**config.mk**
```make
export PLATFORM = sky130hd
export DESIGN_NAME = spi_ram_master
export DESIGN_NICKNAME = d
export VERILOG_FILES = /design/src/rtl/spi_ram_master.sv
export SDC_FILE = /design/constraint.sdc
export NUM_CORES = 1
export LEC_CHECK = 0
export CAP_MARGIN = 15
export CORE_MARGIN = 4
export CORE_UTILIZATION = 54
export DETAILED_ROUTE_END_ITERATION = 8
export PLACE_DENSITY = 0.89
export SYNTH_ARGS = -nofsm -noshare
export SYNTH_HDL_FRONTEND = slang
export SYNTH_SLANG_ARGS = --single-unit
export TNS_END_PERCENT = 20
```
**constraint.sdc**
```tcl
create_clock -name clk -period 2.95 [get_ports clk]
set_clock_uncertainty 0.05 [all_clocks]
set_input_delay 0.4425 -clock clk [delete_from_list [all_inputs] [get_ports clk]]
set_output_delay 0.4425 -clock clk [all_outputs]
set_load 0.005 [all_outputs]
```
**src/rtl/spi_ram_master.sv**
```systemverilog
// SPI master for the single-clock SPI slave + RAM: shifts a 2-bit opcode plus payload out
// on MOSI per frame and, for read-data frames, captures the reply from MISO onto rsp_*.
module spi_ram_master #(
   parameter int DATA_W        = 8,
   parameter int LEAD_CYCLES   = 1,
   parameter int RD_TURNAROUND = 2,
   parameter int GAP_CYCLES    = 1
) (
   input  logic              clk,
   input  logic              rst_n,
   input  logic              cmd_valid_i,
   output logic              cmd_ready_o,
   input  logic [1:0]        cmd_op_i,
   input  logic [DATA_W-1:0] cmd_data_i,
   output logic              rsp_valid_o,
   output logic [DATA_W-1:0] rsp_data_o,
   output logic              busy_o,
   output logic              ss_n_o,
   output logic              mosi_o,
   input  logic              miso_i
);
   localparam int FRAME_W = DATA_W + 2;
   localparam int MAX_A   = (FRAME_W > LEAD_CYCLES) ? FRAME_W : LEAD_CYCLES;
   localparam int MAX_B   = (RD_TURNAROUND > GAP_CYCLES) ? RD_TURNAROUND : GAP_CYCLES;
   localparam int CNT_W   = $clog2(((MAX_A > MAX_B) ? MAX_A : MAX_B) + 1);

   typedef logic [CNT_W-1:0] cnt_t;
   localparam cnt_t LEAD_LAST  = cnt_t'(LEAD_CYCLES - 1);
   localparam cnt_t SHIFT_LAST = cnt_t'(FRAME_W - 1);
   localparam cnt_t TURN_LAST  = cnt_t'(RD_TURNAROUND - 1);
   localparam cnt_t RECV_LAST  = cnt_t'(DATA_W - 1);
   localparam cnt_t GAP_LAST   = cnt_t'((GAP_CYCLES > 1) ? GAP_CYCLES - 2 : 0);

   typedef enum logic [2:0] {S_IDLE, S_LEAD, S_SHIFT, S_TURN, S_RECV, S_DONE, S_GAP} state_t;

   // The IDLE cycle in which the next command is accepted is itself an SS_n-high cycle,
   // so GAP only supplies the remaining GAP_CYCLES-1 high cycles (none when GAP_CYCLES==1).
   localparam state_t POST_STATE = (GAP_CYCLES > 1) ? S_GAP : S_IDLE;

   state_t              state_q, state_d;
   cnt_t                cnt_q, cnt_d;
   logic [FRAME_W-1:0]  shift_q, shift_d;
   logic [DATA_W-2:0]   rx_q, rx_d;
   logic [DATA_W-1:0]   rx_full;
   logic                rd_q, rd_d;
   logic                ss_n_q, ss_n_d;
   logic                mosi_q, mosi_d;
   logic                rsp_valid_q, rsp_valid_d;
   logic [DATA_W-1:0]   rsp_data_q, rsp_data_d;
   logic                busy_q, busy_d;

   assign rx_full     = {rx_q, miso_i};
   assign cmd_ready_o = (state_q == S_IDLE);
   assign rsp_valid_o = rsp_valid_q;
   assign rsp_data_o  = rsp_data_q;
   assign busy_o      = busy_q;
   assign ss_n_o      = ss_n_q;
   assign mosi_o      = mosi_q;

   always_ff @(posedge clk or negedge rst_n) begin
      if (!rst_n) begin
         state_q     <= S_IDLE;
         cnt_q       <= '0;
         shift_q     <= '0;
         rx_q        <= '0;
         rd_q        <= 1'b0;
         ss_n_q      <= 1'b1;
         mosi_q      <= 1'b0;
         rsp_valid_q <= 1'b0;
         rsp_data_q  <= '0;
         busy_q      <= 1'b0;
      end else begin
         state_q     <= state_d;
         cnt_q       <= cnt_d;
         shift_q     <= shift_d;
         rx_q        <= rx_d;
         rd_q        <= rd_d;
         ss_n_q      <= ss_n_d;
         mosi_q      <= mosi_d;
         rsp_valid_q <= rsp_valid_d;
         rsp_data_q  <= rsp_data_d;
         busy_q      <= busy_d;
      end
   end

   always_comb begin
      state_d     = state_q;
      cnt_d       = cnt_q;
      shift_d     = shift_q;
      rx_d        = rx_q;
      rd_d        = rd_q;
      ss_n_d      = ss_n_q;
      mosi_d      = mosi_q;
      rsp_valid_d = 1'b0;
      rsp_data_d  = rsp_data_q;

      unique case (state_q)
         S_IDLE: begin
            ss_n_d = 1'b1;
            mosi_d = 1'b0;
            if (cmd_valid_i) begin
               state_d = S_LEAD;
               cnt_d   = '0;
               shift_d = {cmd_op_i, cmd_data_i};
               rd_d    = (cmd_op_i == 2'b11);
               ss_n_d  = 1'b0;
               mosi_d  = cmd_op_i[1];
            end
         end
         S_LEAD: begin
            mosi_d = shift_q[FRAME_W-1];
            if (cnt_q == LEAD_LAST) begin
               state_d = S_SHIFT;
               cnt_d   = '0;
               shift_d = {shift_q[FRAME_W-2:0], 1'b0};
            end else begin
               cnt_d = cnt_q + cnt_t'(1);
            end
         end
         S_SHIFT: begin
            if (cnt_q == SHIFT_LAST) begin
               cnt_d  = '0;
               mosi_d = 1'b0;
               if (rd_q) begin
                  state_d = S_TURN;
               end else begin
                  state_d = POST_STATE;
                  ss_n_d  = 1'b1;
               end
            end else begin
               cnt_d   = cnt_q + cnt_t'(1);
               mosi_d  = shift_q[FRAME_W-1];
               shift_d = {shift_q[FRAME_W-2:0], 1'b0};
            end
         end
         S_TURN: begin
            mosi_d = 1'b0;
            if (cnt_q == TURN_LAST) begin
               state_d = S_RECV;
               cnt_d   = '0;
            end else begin
               cnt_d = cnt_q + cnt_t'(1);
            end
         end
         S_RECV: begin
            rx_d = rx_full[DATA_W-2:0];
            if (cnt_q == RECV_LAST) begin
               state_d     = S_DONE;
               cnt_d       = '0;
               rsp_valid_d = 1'b1;
               rsp_data_d  = rx_full;
            end else begin
               cnt_d = cnt_q + cnt_t'(1);
            end
         end
         S_DONE: begin
            state_d = POST_STATE;
            cnt_d   = '0;
            ss_n_d  = 1'b1;
            mosi_d  = 1'b0;
         end
         S_GAP: begin
            ss_n_d = 1'b1;
            mosi_d = 1'b0;
            if (cnt_q == GAP_LAST) begin
               state_d = S_IDLE;
               cnt_d   = '0;
            end else begin
               cnt_d = cnt_q + cnt_t'(1);
            end
         end
         default: begin
            state_d = S_IDLE;
            cnt_d   = '0;
         end
      endcase

      busy_d = (state_d != S_IDLE);
   end
endmodule
```
==> summary.md, run 1 <==
| Metric | Value |
|---|---|
| Met1 track demand over resource | `25.52%` |
| Longest Clk Path Bufs | `2` |
| Clock-pin transition on the worst setup and hold timing paths | `0.08 ns` |
| Max-cap viol count | `0` |
| Post-CTS setup buffers | `0` |
| M3 GR Usage | `6.969%` |
| Initial Utilization | `57.94%` |
| Via count | `1466` |
| Largest net degree at the start of global routing | `38` |
| Die Width | `68.77 um` |
| GRT Total Usage | `20.54%` |
| Maximum vdd drop | `0.6732 mV` |
| Post-layout nets | `216` |
| GR peak layer | `met2` |
| Worst Hold Class | `in2async` |
| Synth top area cells | `dfrtp_1, mux2_2, nand2_1, ha_1, nor3b_4` |
| GRT met2 Usage | `32.66%` |
| Critical Path Source Type | `register` |
| Mapped cell area | `1994 um^2` |
| Via-to-Cell Ratio | `5.959` |
| Origin of the critical flop-to-flop path | `cnt_q[1]` |
| # hold bufs at CTS | `0` |
| I/O pin cnt | `27` |
| Synth top cells by count | `dfrtp_1, mux2_2, nand2_1, o21ai_0` |
| Die H | `68.77 um` |
| Distinct cells, synth | `45` |
| Root Driver | `clkbuf_8` |
| Synth Warn # | `0` |
| Post-cts gate resize count | `0` |
| Post-synth top area share | `45.17%` |
| Worst R2R End | `shift_q[6]` |
| Layout Utilization | `69.32%` |
| Slew HR | `43.46%` |
| DP Wirelength | `2854 um` |
| Layout area overhead | `19.64%` |
| WL final | `4113 um` |
| Antenna violations before repair | `0` |
| R2R Setup Slk | `0.59 ns` |
| LEAKAGE | `1.040 nW` |
| Worst-Margin Slew | `0.8481 ns` |
| Slowest-stage cell, CP | `dfrtp_1` |
| Crit Path Category | `reg2out` |
| Shortest period the worst path allows | `2.432 ns` |
| First-pass GRT wire length | `7100 um` |
| Placer's final routability congestion estimate | `0.8115` |
| Cells along the critical path | `nor3_1 -> clkdlybuf4s50_1` |
| Peak Freq | `411.3 MHz` |
| Unrepaired setup endpoints after global routing | `false` |
| Port bufs | `26` |
| Crit-path max cell delay | `0.70 ns` |
| CP Capture Point | `cmd_ready_o` |
| WL per Instance | `16.72 um` |
| Number of placement rows | `21` |
| CTS tree | `done` |
| Max-slew violation total from the final report | `0` |
| Die area | `4729 um^2` |
| Crit path DAT | `1.94 ns` |
| Core Region | `3442 um^2` |
| Worst-path fanout max | `26` |
| Post-Syn Instances | `174` |
| Status | `finished, final reports clean` |
| Reg2reg path depth | `6` |
| Synth Register Bits | `37` |
| Vias in the first global route | `1518` |
| Share of layout cells above drive strength 1 | `26.50%` |
| Top cell type by total area after synthesis | `dfrtp_1` |
| Ant diodes | `0` |
| Syn Area/Cell | `11.46 um^2` |
| Crit path from | `state_q[0]` |
| Post-synth ARST share | `100.0%` |
| Clock latency on the worst-skew pair | `0.30 ns` |
| Clock sink count | `37` |
| Drt first pass iters | `4` |
| Sequential element share of the synthesized area | `46.49%` |
| Fin crit share | `82.42%` |
| Crit path required time | `2.46 ns` |
| Pwr per Cell Area | `1051 nW/um^2` |
| Number of synthesized flops with an enable pin | `0` |
| Final antenna-violating net count | `0` |
| Net Count, Synth | `191` |
| Most common cell in the netlist | `dfrtp_1` |
| Setup_tns | `0 ns` |
| Final Hold Viols | `0` |
| Cts bufs inserted | `5` |
| H-tree depth | `2` |
| CP endpoint kind | `output pin` |
| Global route overflow | `0` |
| Detailed-route DRC error count | `0` |
| Dominant synthesized flop cell | `dfrtp_1` |
| Initial DRC Count | `93` |
| Number of setup violations in the final report | `0` |
## stage by stage
stage	hold slack (ns)	total power [mW]	area (um^2)	instances	worst slack [ns]
6_report	0.1822	2.509	2386	246	0.5185
5_1_grt	0.2478	2.697	2386	246	0.3672
4_1_cts	0.2102	2.521	2386	246	0.4958
3_5_place_dp	0.4436	2.064	2273	238	0.6102
3_3_place_gp	0.4345	1.982	2273	238	0.7214
2_1_floorplan	0.09691	1.794	1994	174	0.9143
## per-layer routing
layer | vias to the layer above | share of wire [%]
li1 | 681 | -
met1 | 733 | 40
met2 | 42 | 52
met3 | 10 | 5.2
met4 | 0 | 1.9
met5 | - | 0
## sequential cells by signal, indices dropped and copies added, names as in the netlist
signal and cells:
rsp_data_o 8, shift_q 10, cnt_q 4, ss_n_o 1, rsp_valid_o 1, rx_q 7, state_q 3, busy_o 1
mosi_o 1, rd_q 1
## cell usage in the layout, fill, tap and decap left out, drive strengths merged, types with 2 or more instances in the layout
master         netlist  routed
dfrtp               36      36
mux2                35      35
clkdlybuf4s50        0      25
nand2               14      14
o21ai                7       7
inv                  6       7
a21oi                6       6
nor2                 5       5
clkbuf               3       5
nor2b                4       4
o21a                 4       4
buf                  8       4
nor3                 3       3
ha                   3       3
nor3b                3       3
nand3b               3       3
a32o                 2       2
o31ai                2       2
nand3                2       2
nand2b               2       2
a211oi               2       2
a211o                2       2
nor4                 2       2
and2                 2       2
## critical path, delay by kind of cell, from the launching register on
kind | cells | cell delay, ns
flip-flops | 1 | 0.70
buffers and inverters | 1 | 0.56
AND/OR/NAND/NOR | 1 | 0.39
## where the power goes
group          internal [mW]  leakage [nW]  total (mW)  switching (mW)
clock                  0.253        0.0585       0.444           0.190
sequential             0.674         0.477       0.911           0.237
combinational          0.644         0.504        1.15           0.510
## final cells by class
type                       count  area, um^2
clock buffer                   5       68.82
clock inverter                 3       43.79
fill                         262        1056
inverter                       6       22.52
multi-input combinational    120       988.4
sequential                    37       927.1
tap                           46       57.56
timing repair buffer          29       277.8
## worst min path at each step
| stage | end | cells after the start |
|---|---|---|
| after floorplan | busy_o | 0 |
| after global placement | shift_q[6] | 1 |
| after detailed placement | shift_q[8] | 1 |
| after CTS | rsp_data_o[5] | 1 |
| after global routing | cnt_q[0] | 1 |
| final | cnt_q[0] | 1 |
## cell families (layout without fill, tap and decap cells)
group	Yosys count	count (layout)	share of synthesized area (%)
and+or+nand+nor	45	45	13.93
xor gates and xnor gates	1	1	0.4392
adders and majority gates	3	3	1.882
AOI/OAI and AO/OA	35	35	13.05
muxes	36	36	20.26
DFF	37	37	46.49
buffers and inverters	17	43	3.952
No activity file was read; power rests on OpenSTA's default activity.
==> run 2, diff against run 1 <==
--- a/config.mk
+++ b/config.mk
@@ -7,9 +7,9 @@
 export LEC_CHECK = 0
 export CAP_MARGIN = 15
 export CORE_MARGIN = 4
-export CORE_UTILIZATION = 54
+export CORE_UTILIZATION = 49
 export DETAILED_ROUTE_END_ITERATION = 8
-export PLACE_DENSITY = 0.89
+export PLACE_DENSITY = 0.85
 export SYNTH_ARGS = -nofsm -noshare
 export SYNTH_HDL_FRONTEND = slang
 export SYNTH_SLANG_ARGS = --single-unit
==> constraint.sdc (replaced) <==
create_clock -name clk -period 2.14 [get_ports clk]
set_clock_uncertainty 0.05 [all_clocks]
set_input_delay 0.321 -clock clk [delete_from_list [all_inputs] [get_ports clk]]
set_output_delay 0.321 -clock clk [all_outputs]
set_load 0.005 [all_outputs]
==> summary.md, run 2 (synthesis gave the netlist of run 1 again) <==
| Metric | Value |
|---|---|
| Status | `finished, final reports clean (unchanged)` |
| Via-to-Cell Ratio | `5.613 (was 5.959)` |
| Setup_tns | `0 ns (unchanged)` |
| Filler Cells Inserted | `272 (was 262)` |
| Vias in the first global route | `1506 (was 1518)` |
| Worst Hold Class | `in2async (unchanged)` |
| Worst-Margin Slew | `0.4647 ns (was 0.8481 ns)` |
| Post-layout nets | `229 (was 216)` |
| I/O pin cnt | `27 (unchanged)` |
| Origin of the critical flop-to-flop path | `cnt_q[0] (was cnt_q[1])` |
| R2R Setup Slk | `0.13 ns (was 0.59 ns)` |
| Layout area overhead | `26.22% (was 19.64%)` |
| CP endpoint kind | `register (was output pin)` |
| Max-cap viol count | `0 (unchanged)` |
| Antenna violations before repair | `0 (unchanged)` |
| Area of placed instances | `2396 um^2 (was 2273 um^2)` |
| GRT Total Usage | `17.39% (was 20.54%)` |
| Global route overflow | `0 (unchanged)` |
| DP Wirelength | `2879 um (was 2854 um)` |
| Clock sink count | `37 (unchanged)` |
| Max-slew violation total from the final report | `0 (unchanged)` |
| Via count | `1465 (was 1466)` |
| Placer's final routability congestion estimate | `0.8822 (was 0.8115)` |
| Cts bufs inserted | `5 (unchanged)` |
| Unrepaired setup endpoints after global routing | `false (unchanged)` |
| Crit path DAT | `2.13 ns (was 1.94 ns)` |
| Critical Path Source Type | `register (unchanged)` |
| Slowest-stage cell, CP | `dfrtp_1 (unchanged)` |
| WL per Instance | `15.40 um (was 16.72 um)` |
| Peak Freq | `498.5 MHz` |
| Longest Clk Path Bufs | `2 (unchanged)` |
| Clock latency on the worst-skew pair | `0.29 ns (was 0.30 ns)` |
| Fin crit share | `93.74%` |
| Die Width | `71.80 um (was 68.77 um)` |
| Worst R2R End | `shift_q[2] (was shift_q[6])` |
| Drt first pass iters | `4 (unchanged)` |
| Root Driver | `clkbuf_8 (unchanged)` |
| Crit-path max cell delay | `0.43 ns (was 0.70 ns)` |
| Biggest register | `shift_q (unchanged)` |
| Initial Utilization | `52.50% (was 57.94%)` |
| H-tree depth | `2 (unchanged)` |
| Crit Path Category | `reg2reg (was reg2out)` |
| Most frequent cells in the layout | `mux2_2, dfrtp_1, clkdlybuf4s50_1, nand2_1, buf_4 (was dfrtp_1, mux2_2, clkdlybuf4s50_1, nand2_1, o21ai_0)` |
| Die H | `71.80 um (was 68.77 um)` |
| Maximum vdd drop | `0.7217 mV (was 0.6732 mV)` |
| WL final | `4020 um (was 4113 um)` |
| Reg2reg path depth | `7 (was 6)` |
| Crit path required time | `2.27 ns (was 2.46 ns)` |
| Port bufs | `26 (unchanged)` |
| Worst-path fanout max | `10 (was 26)` |
| Number of placement rows | `22 (was 21)` |
| Detailed-route DRC error count | `0 (unchanged)` |
| LEAKAGE | `1.118 nW (was 1.040 nW)` |
| Core Region | `3799 um^2 (was 3442 um^2)` |
| Cells along the critical path | `inv_1 -> ha_1 -> nor3b_4 -> nand2_1 -> a221oi_4 -> buf_12 -> mux2_2 (was nor3_1 -> clkdlybuf4s50_1)` |
| Final antenna-violating net count | `0 (unchanged)` |
| Die area | `5155 um^2 (was 4729 um^2)` |
| Number of setup violations in the final report | `0 (unchanged)` |
| Slew HR | `69.02% (was 43.46%)` |
| Final Hold Viols | `0 (unchanged)` |
| Shortest period the worst path allows | `2.006 ns` |
| Clock-pin transition on the worst setup and hold timing paths | `0.07 ns (was 0.08 ns)` |
| Share of layout cells above drive strength 1 | `30.99% (was 26.50%)` |
| Initial DRC Count | `116 (was 93)` |
| Max reg flops | `10 (unchanged)` |
| Ant diodes | `0 (unchanged)` |
| Pwr per Cell Area | `1429 nW/um^2 (was 1051 nW/um^2)` |
| Final instance area | `2517 um^2 (was 2386 um^2)` |
| Largest net degree at the start of global routing | `38 (unchanged)` |
| First-pass GRT wire length | `7010 um (was 7100 um)` |
| CTS tree | `done (unchanged)` |
-- run 2: layout make-up --
type                            count  area [um^2]  area share (%)
Multi-Input combinational cell    120         1008           40.06
Tap cell                           48        60.06           2.386
Clock buffer                        8        90.09           3.579
Sequential cell                    37        928.4           36.88
Timing Repair Buffer               42        407.9           16.20
Inverter                            6        22.52          0.8946
-- run 2: what timing repair did --
item / CTS / global route
setup buffers: 0 / 1
setup endpoints to repair: 1 / 12
gates resized for setup: 2 / 3
hold buffers: 0 / 0
-- run 2: worst max path at each step --
stage	depth (start not counted)	end	startpoint
detailed placement	7	shift_q[2]	cnt_q[0]
floorplan	6	shift_q[0]	cnt_q[0]
finish	7	shift_q[2]	cnt_q[0]
global route	7	shift_q[2]	cnt_q[0]
global placement	7	shift_q[6]	cnt_q[0]
CTS	3	cmd_ready_o	state_q[1]
-- run 2: where the power goes --
part | total, mW | internal [mW] | leakage, nW | switching [mW]
sequential | 1.12 | 0.936 | 0.476 | 0.188
clock | 0.494 | 0.262 | 0.0455 | 0.232
combinational | 1.98 | 1.10 | 0.596 | 0.875
-- run 2: critical path: cells and delay by family, from the launching register on --
kind,cells,cell delay (ns)
AO/OA/AOI/OAI,1,0.31
adder cells (fa/ha/maj),1,0.16
AND/OR/NAND/NOR,2,0.36
buffers and inverters,2,0.25
multiplexers,1,0.34
flip-flops,1,0.43
-- run 2: per-stage QoR --
stage / hold slack (ns) / cells / total power, mW / setup WS [ns] / util [%]
floorplan: -0.02459 / 174 / 2.472 / 0.1043 / -
global placement: 0.4364 / 252 / 2.972 / 0.1615 / 63.08
detailed placement: 0.4459 / 252 / 3.043 / 0.1010 / 63.08
CTS: 0.4183 / 260 / 3.556 / 0.05630 / 65.61
global route: 0.4446 / 261 / 3.864 / 0.01467 / 66.27
finish: 0.4072 / 261 / 3.598 / 0.1339 / 66.27
-- run 2: per-layer routing --
metal / vias up / part of all wire [%] / track usage, %
met5: - / 0 / 0
met2: 27 / 49 / 28.16
met4: 0 / 1.8 / 6.263
li1: 708 / - / -
met3: 8 / 4.3 / 5.750
met1: 722 / 45 / 21.63
==> run 3, diff against run 2 <==
--- a/config.mk
+++ b/config.mk
@@ -7,9 +7,9 @@
 export LEC_CHECK = 0
 export CAP_MARGIN = 15
 export CORE_MARGIN = 4
-export CORE_UTILIZATION = 49
+export CORE_UTILIZATION = 54
 export DETAILED_ROUTE_END_ITERATION = 8
-export PLACE_DENSITY = 0.85
+export PLACE_DENSITY = 0.89
 export SYNTH_ARGS = -nofsm -noshare
 export SYNTH_HDL_FRONTEND = slang
 export SYNTH_SLANG_ARGS = --single-unit
==> constraint.sdc (replaced) <==
create_clock -name clk -period 2.2 [get_ports clk]
set_clock_uncertainty 0.05 [all_clocks]
set_input_delay 0.33 -clock clk [delete_from_list [all_inputs] [get_ports clk]]
set_output_delay 0.33 -clock clk [all_outputs]
set_load 0.005 [all_outputs]
==> summary.md, run 3 (synthesis gave the netlist of run 1 again) <==
| Metric | Value |
|---|---|
| Status | `finished, final reports clean (unchanged)` |
| H-tree depth | `2 (unchanged)` |
| Worst-Margin Slew | `0.8000 ns (was 0.4647 ns)` |
| Drt first pass iters | `4 (unchanged)` |
| Psw | `1.328 mW (was 1.295 mW)` |
| Number of setup violations in the final report | `0 (unchanged)` |
| Crit-path max cell delay | `0.45 ns (was 0.43 ns)` |
| Origin of the critical flop-to-flop path | `cnt_q[0] (unchanged)` |
| Logic gate share of total power | `53.2% (was 55.0%)` |
| Largest net degree at the start of global routing | `38 (unchanged)` |
| # hold bufs at CTS | `0 (unchanged)` |
| Number of placement rows | `21 (was 22)` |
| Clock latency on the worst-skew pair | `0.29 ns (about the same)` |
| Crit path required time | `2.33 ns (was 2.27 ns)` |
| I/O pin cnt | `27 (unchanged)` |
| Final instance area | `2466 um^2 (was 2517 um^2)` |
| LEAKAGE | `1.088 nW (was 1.118 nW)` |
| Post-cts gate resize count | `0 (was 2)` |
| Die area | `4729 um^2 (was 5155 um^2)` |
| Area of placed instances | `2349 um^2 (was 2396 um^2)` |
| Max reg flops | `10 (unchanged)` |
| Crit path from | `cnt_q[0] (unchanged)` |
| Setup_tns | `0 ns (unchanged)` |
| Cts bufs inserted | `5 (unchanged)` |
| Port bufs | `26 (unchanged)` |
| Crit Path Category | `reg2reg (unchanged)` |
| Final antenna-violating net count | `0 (unchanged)` |
| Critical Path Source Type | `register (unchanged)` |
| Clock power frac | `15.3% (was 13.7%)` |
| Initial DRC Count | `124 (was 116)` |
| GRT Total Usage | `21.64% (was 17.39%)` |
| DP Wirelength | `3158 um (was 2879 um)` |
| Crit path DAT | `2.21 ns (was 2.13 ns)` |
| Max-cap viol count | `0 (unchanged)` |
| Antenna violations before repair | `0 (unchanged)` |
| WL per Instance | `17.82 um (was 15.40 um)` |
| Commonest non-fill, non-tap cell in the layout | `dfrtp_1` |
| Ant diodes | `0 (unchanged)` |
| Slowest-stage cell, CP | `dfrtp_1 (unchanged)` |
| Placer's final routability congestion estimate | `0.9528 (was 0.8822)` |
| Unrepaired setup endpoints after global routing | `false (unchanged)` |
| Detailed-route DRC error count | `0 (unchanged)` |
| Met3 WL | `286 um (was 172 um)` |
| WL final | `4563 um (was 4020 um)` |
| Via-to-Cell Ratio | `5.973 (was 5.613)` |
| Die H | `68.77 um (was 71.80 um)` |
| Clock-pin transition on the worst setup and hold timing paths | `0.08 ns (was 0.07 ns)` |
| WL met2 | `2316 um (was 1981 um)` |
| Root Driver | `clkbuf_8 (unchanged)` |
| Die Width | `68.77 um (was 71.80 um)` |
| Pint | `2.184 mW (was 2.302 mW)` |
| Clock sink count | `37 (unchanged)` |
| Post-Place Setup Slack | `0.09663 ns (was 0.1010 ns)` |
| CTS tree | `done (unchanged)` |
| Share of layout cells above drive strength 1 | `30.95% (was 30.99%)` |
| Worst-path fanout max | `10 (unchanged)` |
| Post-CTS setup buffers | `0 (unchanged)` |
| Net Sw Frac | `37.81% (was 36.01%)` |
| Post-layout worst setup margin | `0.1136 ns (was 0.1339 ns)` |
| Longest Clk Path Bufs | `2 (unchanged)` |
| WHS | `0.07113 ns (was 0.4072 ns)` |
| First-pass GRT wire length | `7396 um (was 7010 um)` |
| Final Hold Viols | `0 (unchanged)` |
| Non-filler cells, final | `256 (was 261)` |
| Peak Freq | `479.3 MHz (was 498.5 MHz)` |
| Maximum vdd drop | `0.8315 mV (was 0.7217 mV)` |
| Biggest register | `shift_q (unchanged)` |
| CP endpoint kind | `register (unchanged)` |
| Post-layout nets | `226 (was 229)` |
| Metal1 wirelength | `1809 um (was 1792 um)` |
| Highest routed layer | `met4 (unchanged)` |
| Worst Hold Class | `in2async (unchanged)` |
| Layout area overhead | `23.65% (was 26.22%)` |
| Max-slew violation total from the final report | `0 (unchanged)` |
| Cells along the critical path | `inv_1 -> ha_1 -> nor3b_4 -> nand2_1 -> a221oi_4 -> buf_6 -> mux2_2 (was inv_1 -> ha_1 -> nor3b_4 -> nand2_1 -> a221oi_4 -> buf_12 -> mux2_2)` |
| Via count | `1529 (was 1465)` |
| Sequential share of power | `31.6% (was 31.2%)` |
| Inst Count DP | `248 (was 252)` |
| Core Region | `3442 um^2 (was 3799 um^2)` |
| Vias in the first global route | `1584 (was 1506)` |
| Fin crit share | `94.84% (was 93.74%)` |
| Initial Utilization | `57.94% (was 52.50%)` |
| Slew HR | `46.67% (was 69.02%)` |
| Most frequent cells in the layout | `dfrtp_1, mux2_2, clkdlybuf4s50_1, nand2_1, buf_4 (was mux2_2, dfrtp_1, clkdlybuf4s50_1, nand2_1, buf_4)` |
| Pwr per Cell Area | `1424 nW/um^2 (was 1429 nW/um^2)` |
| Shortest period the worst path allows | `2.086 ns (was 2.006 ns)` |
| Global route overflow | `0 (unchanged)` |
==> run 3: power groups by stage <==
stage / combinational, mW / clock [mW] / sequential (mW)
6_report: 1.87 / 0.536 / 1.11
2_1_floorplan: 1.37 / 0 / 1.04
3_5_place_dp: 1.80 / 0 / 1.11
3_3_place_gp: 1.70 / 0 / 1.09
5_1_grt: 2.02 / 0.573 / 1.14
4_1_cts: 1.82 / 0.544 / 1.10
==> run 3: per-layer routing <==
metal | track usage, % | vias to the layer above
met3 | 6.807 | 19
met4 | 11.68 | 0
met5 | 0 | -
li1 | - | 701
met2 | 35.40 | 62
met1 | 25.26 | 747
==> run 3: area by class of cell <==
type	count	area [um^2]
inverter	6	22.52
tap	46	57.56
timing repair buffer	39	356.6
multi-input combinational	120	997.2
clock buffer	7	96.34
sequential	37	927.1
clock inverter	1	8.758
fill	224	975.9
==> run 3: worst max-delay path, delay by kind of cell (launching register included) <==
family	cells	cell delay, ns
buffers and inverters	2	0.27
adder cells (fa/ha/maj)	1	0.17
AO/OA/AOI/OAI	1	0.28
flip-flops	1	0.45
multiplexers	1	0.34
AND/OR/NAND/NOR	2	0.40
==> run 3: metrics by stage <==
stage / utilization [%] / power [mW]
3_3_place_gp: 68.23 / 2.785
2_1_floorplan: - / 2.405
5_1_grt: 71.65 / 3.730
3_5_place_dp: 68.23 / 2.906
6_report: 71.65 / 3.512
4_1_cts: 71.28 / 3.470
==> run 3: path summary, 6_finish.rpt <==
check                                endpoint  slack (ns)  cells past startpoint
max in group asynchronous       rsp_data_o[4]        1.52                      1
worst max register to register     shift_q[0]        0.11                      7
worst min-delay path               shift_q[1]        0.07                      1
worst min register to register  rsp_data_o[0]        0.46                      1
worst max-delay path               shift_q[0]        0.11                      7
min in group clk                rsp_data_o[0]        0.46                      1
